==> config.mk <==
export PLATFORM = sky130hd
export DESIGN_NAME = adsr_envelope_flat
export DESIGN_NICKNAME = d
export VERILOG_FILES = /design/src/rtl/adsr_envelope_if.sv /design/src/rtl/adsr_envelope.sv /design/src/flat_wrapper.sv
export SDC_FILE = /design/constraint.sdc
export NUM_CORES = 1
export LEC_CHECK = 0
export CORE_MARGIN = 5
export CORE_UTILIZATION = 51
export CTS_CLUSTER_SIZE = 25
export DETAILED_ROUTE_END_ITERATION = 8
export GPL_TIMING_DRIVEN = 0
export PLACE_DENSITY = 0.71
export SYNTH_ARGS = -nofsm -noshare
export SYNTH_HDL_FRONTEND = slang
export SYNTH_SLANG_ARGS = --single-unit
==> constraint.sdc <==
create_clock -name clk -period 7.22 [get_ports clk]
set_input_delay 1.083 -clock clk [delete_from_list [all_inputs] [get_ports clk]]
set_output_delay 1.083 -clock clk [all_outputs]
set_load 0.02 [all_outputs]
==> src/rtl/adsr_envelope_if.sv <==
//------------------------------------------------------------------------------
// Module   : adsr_envelope_if
// Summary  : Control, sample and status bundle for one ADSR envelope voice.
// Revision : 1.0
//------------------------------------------------------------------------------
`default_nettype none

interface adsr_envelope_if #(
    parameter int BITDEPTH = 14,
    parameter int ENVBITS  = 12
);
    logic                sample_clock;
    logic                gate;
    logic [ENVBITS-1:0]  attack_step;
    logic [ENVBITS-1:0]  decay_step;
    logic [ENVBITS-1:0]  sustain_level;
    logic [ENVBITS-1:0]  release_step;
    logic [BITDEPTH-1:0] pcm_in;
    logic [BITDEPTH-1:0] pcm_out;
    logic                out_strobe;
    logic [ENVBITS-1:0]  env_level;
    logic                active;

    modport master (
        output sample_clock, gate, attack_step, decay_step, sustain_level,
               release_step, pcm_in,
        input  pcm_out, out_strobe, env_level, active
    );

    modport slave (
        input  sample_clock, gate, attack_step, decay_step, sustain_level,
               release_step, pcm_in,
        output pcm_out, out_strobe, env_level, active
    );
endinterface

`default_nettype wire

==> src/rtl/adsr_envelope.sv <==
//------------------------------------------------------------------------------
// Module   : adsr_envelope
// Summary  : Per-voice ADSR envelope scaling unsigned PCM about mid-scale.
// Revision : 1.0
//------------------------------------------------------------------------------
`default_nettype none

module adsr_envelope #(
    parameter int BITDEPTH = 14,
    parameter int ENVBITS  = 12
) (
    input  wire logic        clk,
    input  wire logic        rst_n,
    adsr_envelope_if.slave   bus
);

    localparam logic [ENVBITS-1:0]  ENV_MAX   = '1;
    localparam logic [BITDEPTH-1:0] MID_SCALE = {1'b1, {(BITDEPTH-1){1'b0}}};
    localparam int                  PW        = BITDEPTH + ENVBITS + 2;

    typedef enum logic [2:0] {
        ST_IDLE    = 3'd0,
        ST_ATTACK  = 3'd1,
        ST_DECAY   = 3'd2,
        ST_SUSTAIN = 3'd3,
        ST_RELEASE = 3'd4
    } state_t;

    state_t              state_q, state_d;
    logic [ENVBITS-1:0]  env_q, env_d;
    logic                sample_clock_q;
    logic [BITDEPTH-1:0] pcm_cap_q, pcm_cap_d;
    logic                update_q, update_d;
    logic [BITDEPTH-1:0] pcm_out_q, pcm_out_d;
    logic                out_strobe_q, out_strobe_d;

    logic                tick;
    logic [ENVBITS:0]    attack_sum;
    logic [ENVBITS:0]    decay_diff;
    logic [ENVBITS:0]    release_diff;
    logic                attack_done;
    logic                decay_done;
    logic                release_done;
    logic [ENVBITS-1:0]  attack_env;
    state_t              attack_state;

    assign tick = bus.sample_clock & ~sample_clock_q;

    // One extra bit on each step result exposes overflow/underflow directly.
    assign attack_sum   = {1'b0, env_q} + {1'b0, bus.attack_step};
    assign decay_diff   = {1'b0, env_q} - {1'b0, bus.decay_step};
    assign release_diff = {1'b0, env_q} - {1'b0, bus.release_step};

    assign attack_done  = (bus.attack_step == '0) || (attack_sum >= {1'b0, ENV_MAX});
    assign decay_done   = (bus.decay_step == '0) || decay_diff[ENVBITS]
                          || (decay_diff[ENVBITS-1:0] <= bus.sustain_level);
    assign release_done = (bus.release_step == '0) || release_diff[ENVBITS]
                          || (release_diff == '0);

    assign attack_env   = attack_done ? ENV_MAX : attack_sum[ENVBITS-1:0];
    assign attack_state = attack_done ? ST_DECAY : ST_ATTACK;

    always_comb begin
        state_d = state_q;
        env_d   = env_q;
        if (tick) begin
            if (state_q == ST_IDLE) begin
                if (bus.gate) begin
                    state_d = attack_state;
                    env_d   = attack_env;
                end else begin
                    env_d   = '0;
                end
            end else if (!bus.gate) begin
                state_d = release_done ? ST_IDLE : ST_RELEASE;
                env_d   = release_done ? '0 : release_diff[ENVBITS-1:0];
            end else begin
                case (state_q)
                    // A retrigger from RELEASE keeps the current level to avoid a click.
                    ST_ATTACK, ST_RELEASE: begin
                        state_d = attack_state;
                        env_d   = attack_env;
                    end
                    ST_DECAY: begin
                        state_d = decay_done ? ST_SUSTAIN : ST_DECAY;
                        env_d   = decay_done ? bus.sustain_level : decay_diff[ENVBITS-1:0];
                    end
                    ST_SUSTAIN: begin
                        env_d   = bus.sustain_level;
                    end
                    default: begin
                        state_d = ST_IDLE;
                        env_d   = '0;
                    end
                endcase
            end
        end
    end

    logic signed [BITDEPTH:0] centered;
    logic signed [PW-1:0]     centered_ext;
    logic signed [PW-1:0]     env_ext;
    logic signed [PW-1:0]     product;
    logic signed [PW-1:0]     shifted;

    assign centered     = $signed({1'b0, pcm_cap_q}) - $signed({1'b0, MID_SCALE});
    assign centered_ext = {{(PW-BITDEPTH-1){centered[BITDEPTH]}}, centered};
    assign env_ext      = {{(PW-ENVBITS){1'b0}}, env_q};
    assign product      = centered_ext * env_ext;
    // Arithmetic shift floors toward minus infinity; the result always fits BITDEPTH.
    assign shifted      = product >>> ENVBITS;

    always_comb begin
        pcm_cap_d    = tick ? bus.pcm_in : pcm_cap_q;
        update_d     = tick;
        out_strobe_d = update_q;
        pcm_out_d    = pcm_out_q;
        if (update_q) begin
            pcm_out_d = BITDEPTH'(shifted) + MID_SCALE;
        end
    end

    always_ff @(posedge clk or negedge rst_n) begin
        if (!rst_n) begin
            state_q        <= ST_IDLE;
            env_q          <= '0;
            sample_clock_q <= 1'b0;
            pcm_cap_q      <= MID_SCALE;
            update_q       <= 1'b0;
            pcm_out_q      <= MID_SCALE;
            out_strobe_q   <= 1'b0;
        end else begin
            state_q        <= state_d;
            env_q          <= env_d;
            sample_clock_q <= bus.sample_clock;
            pcm_cap_q      <= pcm_cap_d;
            update_q       <= update_d;
            pcm_out_q      <= pcm_out_d;
            out_strobe_q   <= out_strobe_d;
        end
    end

    assign bus.pcm_out    = pcm_out_q;
    assign bus.out_strobe = out_strobe_q;
    assign bus.env_level  = env_q;
    assign bus.active     = (state_q != ST_IDLE);

endmodule

`default_nettype wire

==> src/flat_wrapper.sv <==
// flat-port wrapper written by rule: the top's interface ports become plain ports
module adsr_envelope_flat 
#(
    parameter int BITDEPTH = 14,
    parameter int ENVBITS  = 12
)
  (clk, rst_n, bus_sample_clock, bus_gate, bus_attack_step, bus_decay_step, bus_sustain_level, bus_release_step, bus_pcm_in, bus_pcm_out, bus_out_strobe, bus_env_level, bus_active);
  adsr_envelope_if #(.BITDEPTH(BITDEPTH), .ENVBITS(ENVBITS)) bus_i ();
  input  wire logic clk;
  input  wire logic rst_n;
  input wire logic [$bits(bus_i.sample_clock)-1:0] bus_sample_clock;
  input wire logic [$bits(bus_i.gate)-1:0] bus_gate;
  input wire logic [$bits(bus_i.attack_step)-1:0] bus_attack_step;
  input wire logic [$bits(bus_i.decay_step)-1:0] bus_decay_step;
  input wire logic [$bits(bus_i.sustain_level)-1:0] bus_sustain_level;
  input wire logic [$bits(bus_i.release_step)-1:0] bus_release_step;
  input wire logic [$bits(bus_i.pcm_in)-1:0] bus_pcm_in;
  output wire logic [$bits(bus_i.pcm_out)-1:0] bus_pcm_out;
  output wire logic [$bits(bus_i.out_strobe)-1:0] bus_out_strobe;
  output wire logic [$bits(bus_i.env_level)-1:0] bus_env_level;
  output wire logic [$bits(bus_i.active)-1:0] bus_active;
  assign bus_i.sample_clock = bus_sample_clock;
  assign bus_i.gate = bus_gate;
  assign bus_i.attack_step = bus_attack_step;
  assign bus_i.decay_step = bus_decay_step;
  assign bus_i.sustain_level = bus_sustain_level;
  assign bus_i.release_step = bus_release_step;
  assign bus_i.pcm_in = bus_pcm_in;
  assign bus_pcm_out = bus_i.pcm_out;
  assign bus_out_strobe = bus_i.out_strobe;
  assign bus_env_level = bus_i.env_level;
  assign bus_active = bus_i.active;
  adsr_envelope #(.BITDEPTH(BITDEPTH), .ENVBITS(ENVBITS)) u_core (.clk(clk), .rst_n(rst_n), .bus(bus_i));
endmodule
## Word level (Yosys, flattened, before mapping)

Cells that the tools add are included.

| word-level totals | value |
|---|---|
| flip-flop bits (word level) | 46 |
| input port bits | 66 |
| output and inout bits | 28 |
| word-level logic and storage cells | 50 |

| cells by class | value |
|---|---|
| add/subtract/negate cells | 5 |
| multiply operators | 1 |
| order comparisons | 2 |
| equal/unequal tests | 6 |
| muxes and demuxes | 14 |
| bitwise logic cells | 2 |
| reductions and logical operators | 13 |

Operators with widths:

| kind | count |
|---|---|
| 12-bit 2-to-1 mux | 6 |
| 12-bit logical NOT | 3 |
| 12-bit one-hot mux with 3 select lines | 1 |
| 15-bit by 13-bit multiplier with 26-bit output | 1 |
| 12-bit by 12-bit subtractor with 13-bit output | 2 |
| 14-bit by 14-bit subtractor with 15-bit output, second input constant | 1 |
| 14-bit adder, second input constant | 1 |
| 12-bit by 12-bit adder with 13-bit output | 1 |
| 13-bit by 12-bit >= comparator with 1-bit output, second input constant | 1 |
| 13-bit logical NOT | 1 |
| 12-bit less-or-equal comparator | 1 |
| 3-bit 2-to-1 mux | 4 |
| 3-bit one-hot mux with 3 select lines | 1 |
| 3-bit by 2-bit equality test with 1-bit output, second input constant | 2 |
| 1-bit logical OR | 5 |
| 3-bit by 1-bit equality test with 1-bit output, second input constant | 1 |
| 3-bit equality test, second input constant | 1 |
| 3-bit logical NOT | 1 |
| 3-bit by 2-bit inequality test with 1-bit output, second input constant | 1 |
| 3-bit AND reduction | 1 |
| 3-bit nonzero test | 1 |
| 2-bit 2-to-1 mux | 1 |
| 2-bit inequality test, second input constant | 1 |
| 2-bit OR reduction | 1 |
| other kinds (3) | 3 |

## Logic depth before layout (Yosys ltp)

| depth | value |
|---|---|
| word-level depth | 7 |
| mapped depth | 21 |
| mapped depth without buffers | 20 |

## Worst setup path after synthesis

Ideal clock, no wire load.

| timing path | value |
|---|---|
| path type | reg-to-reg |
| from | reg u_core.env_q[1] (netlist: u_core.bus.env_level[1]) |
| to | reg u_core.pcm_out_q[11] (netlist: u_core.bus.pcm_out[11]) |
| library setup time | 0.070 ns |
| arrival | 5.627 ns |
| required time | 7.150 ns |
| path slack | 1.523 ns |
| stages on the path, launching flop included | 21 |
| buffers on the path | 1 |
| clock period less this slack | 5.697 ns |
| cells stage by stage | dfrtp_1 clkbuf_1 and2_1 fa_1 inv_1 fa_1 inv_1 fa_1 inv_1 fa_1 inv_1 fa_1 ha_1 a21o_1 a21o_1 a2111o_1 and4_1 o2111ai_2 nand3b_1 a2111oi_0 nand3b_1 |

| on the way | value |
|---|---|
| word-level cells in the longest chain between the ends | 2 |

RTL lines:

| what | line | text |
|---|---|---|
| from (decl) | adsr_envelope.sv:30 | `logic [ENVBITS-1:0] env_q, env_d;` |
| from (signal assigned) | adsr_envelope.sv:134 | `env_q <= env_d;` |
| 15-bit by 13-bit multiplier with 26-bit output | adsr_envelope.sv:109 | `assign product = centered_ext * env_ext;` |
| 14-bit adder | adsr_envelope.sv:119 | `pcm_out_d = BITDEPTH'(shifted) + MID_SCALE;` |
| to (signal assigned) | adsr_envelope.sv:138 | `pcm_out_q <= pcm_out_d;` |
| to (decl) | adsr_envelope.sv:34 | `logic [BITDEPTH-1:0] pcm_out_q, pcm_out_d;` |

Every way passes these cells.
A chain may end at the register's enable or synchronous reset.

## Final worst setup path

Same ends and word-level chain as after synthesis.

==> summary.txt <==
GRT
  • Antenna violations before repair: 0
  • Overall Global Routing Usage: 0.240
  • Residual overflow from global routing: 0
  • Pin count of the biggest net entering global routing: 32
  • Number of global-route vias before repair: 8,983
  • Wire length of the first global-routing pass: 45,600 µm

Synth
  • Top flip-flop cell by instance count after synthesis: dfrtp_1
  • Number of synthesized register bits: 46
  • Cell type with the largest total area after synthesis: fa_1
  • Synth unique cells: 68
  • Share of async-settable or async-resettable flops after synthesis: 1.00
  • Number of flops mapped to enable cells by yosys: 0
  • Portion of synthesized cell area occupied by the leading cell type: 0.300
  • Seq/Total Area, Yosys: 0.110
  • Total standard cell area after synthesis: 0.0105 mm²
  • Cells taking the most area after synthesis: fa_1 (30%), ha_1 (12%), dfrtp_1 (11%)
  • Warning count from the yosys run: 0
  • Post-Synthesis Mean Instance Area: 8.43 µm²
  • Synthesized instance count: 1,242
  • Post-Syn Nets: 1,569

Critical path
  • Critical path's most frequent cell: fa_1
  • Worst Reg-to-Reg Cells: 20
  • Crit path largest cell delay: 0.63 ns
  • Launch point of the worst path: u_core.bus.env_level[1]
  • Type of element capturing the critical path: register
  • Number of buffer and inverter stages on the critical path: 5
  • Largest driver fanout on the critical path: 12
  • WP data required: 7.47 ns
  • Slowest cell on crit path: dfrtp_1
  • Cells along the critical path: clkbuf_1 > and2_1 > fa_1 > inv_1 > fa_1 > inv_1 > fa_1 > inv_1 > fa_1 > inv_1 > fa_1 > ha_1 > a21o_1 > a21o_1 > a2111o_1 > and4_1 > o2111ai_2 > nand3b_1 > a2111oi_0 > nand3b_1
  • Startpoint of the worst register-to-register path: u_core.bus.env_level[1]
  • CP delay by family, top: adder cells
  • Element type at the critical path start: register
  • Worst EP arrival: 6.62 ns
  • Crit Reg-Reg Endpoint: u_core.bus.pcm_out[11]
  • Cell depth of the worst setup path: 20
  • Capture point of the worst path: u_core.bus.pcm_out[11]
  • Start-to-end type of the worst setup path: register to register
  • Worst setup slack for register-to-register paths: 0.85 ns

Clocking
  • Worst-path clk slew: 0.07 ns
  • Count of clock tree sinks: 46
  • Clock insertion delay at the later pin of the skew report: 0.31 ns
  • Htree depth: 2
  • Clock tree from TritonCTS: done
  • TritonCTS Buffers: 5
  • Setup bufs post-CTS: 0
  • Number of gates resized after cts: 0
  • Post-CTS Hold Fix Bufs: 0
  • Bufs on Longest Clock Path: 2
  • Root buf cell: clkbuf_16

STA
  • Unrepaired setup endpoints after global routing: false
  • Clock Skew: 0.00644 ns
  • Max Clk Rate: 0.157 GHz
  • Number of hold-slack violations in the final timing report: 0
  • Worst slew slack as a fraction of its limit: 0.425
  • Share of the cycle needed by the critical path after routing: 0.883
  • Actual slew at the worst max-slew pin: 0.855 ns
  • Final number of setup-violating endpoints: 0
  • Setup TNS Final: 0 ns
  • Final-report max-slew violation count: 0
  • Minimum clock period: 6.37 ns

Detailed routing
  • Via count: 8,733
  • DR DRC count: 0
  • Initial DRC count: 639
  • Post-route antenna net violation count: 0
  • Detailed-route wire length per cell: 17.0 µm
  • Initial DRT Pass Iterations: 5
  • Drt total wl: 27,300 µm
  • Vias per inst: 5.41

Cells and area
  • Area growth, synth to finish: 13.6%
  • Most common cell after layout, fill and taps aside: inv_1
  • Share of layout cells above drive strength 1: 0.0350
  • Diodes inserted: 0
  • Layout net count: 1,669
  • Top library cells by usage in the layout, fill and taps aside: inv_1 (276), fa_1 (157), nand2_1 (148)

Worst hold path
  • Classification of the worst-slack hold path: register to register
  • Number of cells on the worst hold path: 0

Die
  • Number of I/O pins: 94
  • Floorplan die height: 153 µm
  • Area enclosed by the die boundary: 0.0235 mm²
  • Effective utilization at floorplan: 0.517
  • Die Wd: 153 µm
  • Floorplan Core Area: 0.0202 mm²
  • Cell Rows: 52

Placed design
  • Half-perimeter wire length after detailed placement: 22,500 µm
  • Weighted congestion at the end of routability-driven global placement: 0.943
  • Number of I/O port buffers: 92

Run
  • Max cap viols: 0

Status
  • Outcome: finished clean
worst reg2reg max path, cell delays in order (launching register included):
cell and delay (ns):
dfrtp_1 0.63, clkbuf_1 0.32, and2_1 0.21, fa_1 0.53
inv_1 0.05, fa_1 0.48, inv_1 0.06, fa_1 0.51
inv_1 0.06, fa_1 0.52, inv_1 0.05, fa_1 0.36
ha_1 0.32, a21o_1 0.19, a21o_1 0.20, a2111o_1 0.47
and4_1 0.28, o2111ai_2 0.32, nand3b_1 0.19, a2111oi_0 0.41
nand3b_1 0.15
cell families (layout without fill, tap and decap cells):
kind of cell    Yosys count  after routing  share of synthesized area
compound gates          191            191                      0.124
xor+xnor                 38             38                     0.0318
fa+ha+maj               261            261                      0.424
buf+inv                 319            420                      0.114
flops                    46             46                      0.110
mux                      18             18                     0.0192
simple gates            369            369                      0.176
cell type report:
class	count	area, µm²
buffer	43	163
clock buffer	5	125
clock inverter	3	25.0
fill	1826	8340
inverter	276	1040
multi-input combinational	877	8120
sequential	46	1150
tap	270	338
timing repair buffer	93	936
layer usage:
layer  GRT usage  part of all wire
met3      0.0334             0.056
met5           0                 0
met1       0.336              0.45
met4      0.0636             0.024
met2       0.394              0.47
metrics by stage:
| stage | utilization | instances | setup WS [ns] | hold slack [ns] | cell area, µm² |
|---|---|---|---|---|---|
| after CTS | 0.588 | 1613 | 0.855 | 0.383 | 11900 |
| after floorplan | - | 1242 | 1.52 | 0.352 | 10500 |
| after global placement | 0.580 | 1604 | 0.990 | 0.354 | 11700 |
| after detailed placement | 0.580 | 1605 | 0.886 | 0.367 | 11700 |
| after global routing | 0.588 | 1613 | 0.515 | 0.396 | 11900 |
| final | 0.588 | 1613 | 0.847 | 0.383 | 11900 |
synthesized netlist by cell type (3+ instances only):
cell type  instances
inv_1            276
fa_1             157
nand2_1          148
ha_1             104
and2_1            82
dfrtp_1           44
a21oi_1           42
clkbuf_1          40
o21ai_0           39
nor2_1            38
xnor2_1           28
nor3_1            18
mux2_2            17
o21a_1            16
nand2b_1          15
nor4_1            13
nand3_1           12
nor2b_1           12
o211ai_1          11
o31ai_1           11
a31oi_1           10
xor2_1            10
a21o_1             9
nand4_1            8
and3_1             6
a211oi_1           5
a221oi_1           5
o21bai_1           5
a22oi_1            4
a311oi_1           4
or2_2              4
nand3b_1           3
o31a_1             3
or3_1              3
worst min-delay path by stage:
stage                        start               endpoint  slack, ns
6_report       u_core.out_strobe_d  u_core.bus.out_strobe       0.38
5_1_grt        u_core.out_strobe_d  u_core.bus.out_strobe       0.40
4_1_cts        u_core.out_strobe_d  u_core.bus.out_strobe       0.38
3_5_place_dp   u_core.out_strobe_d  u_core.bus.out_strobe       0.37
3_3_place_gp   u_core.out_strobe_d  u_core.bus.out_strobe       0.35
2_1_floorplan  u_core.out_strobe_d  u_core.bus.out_strobe       0.35
registers in the layout, indices dropped and copies added, names as in the netlist:
signal,count
u_core.bus.pcm_out,14
u_core.pcm_cap_q,14
u_core.bus.env_level,12
u_core.bus.out_strobe,1
u_core.state_q,3
u_core.sample_clock_q,1
u_core.out_strobe_d,1
Power is not shown: default switching activity piles up to over one toggle a cycle in this logic, so the estimate is an artifact.
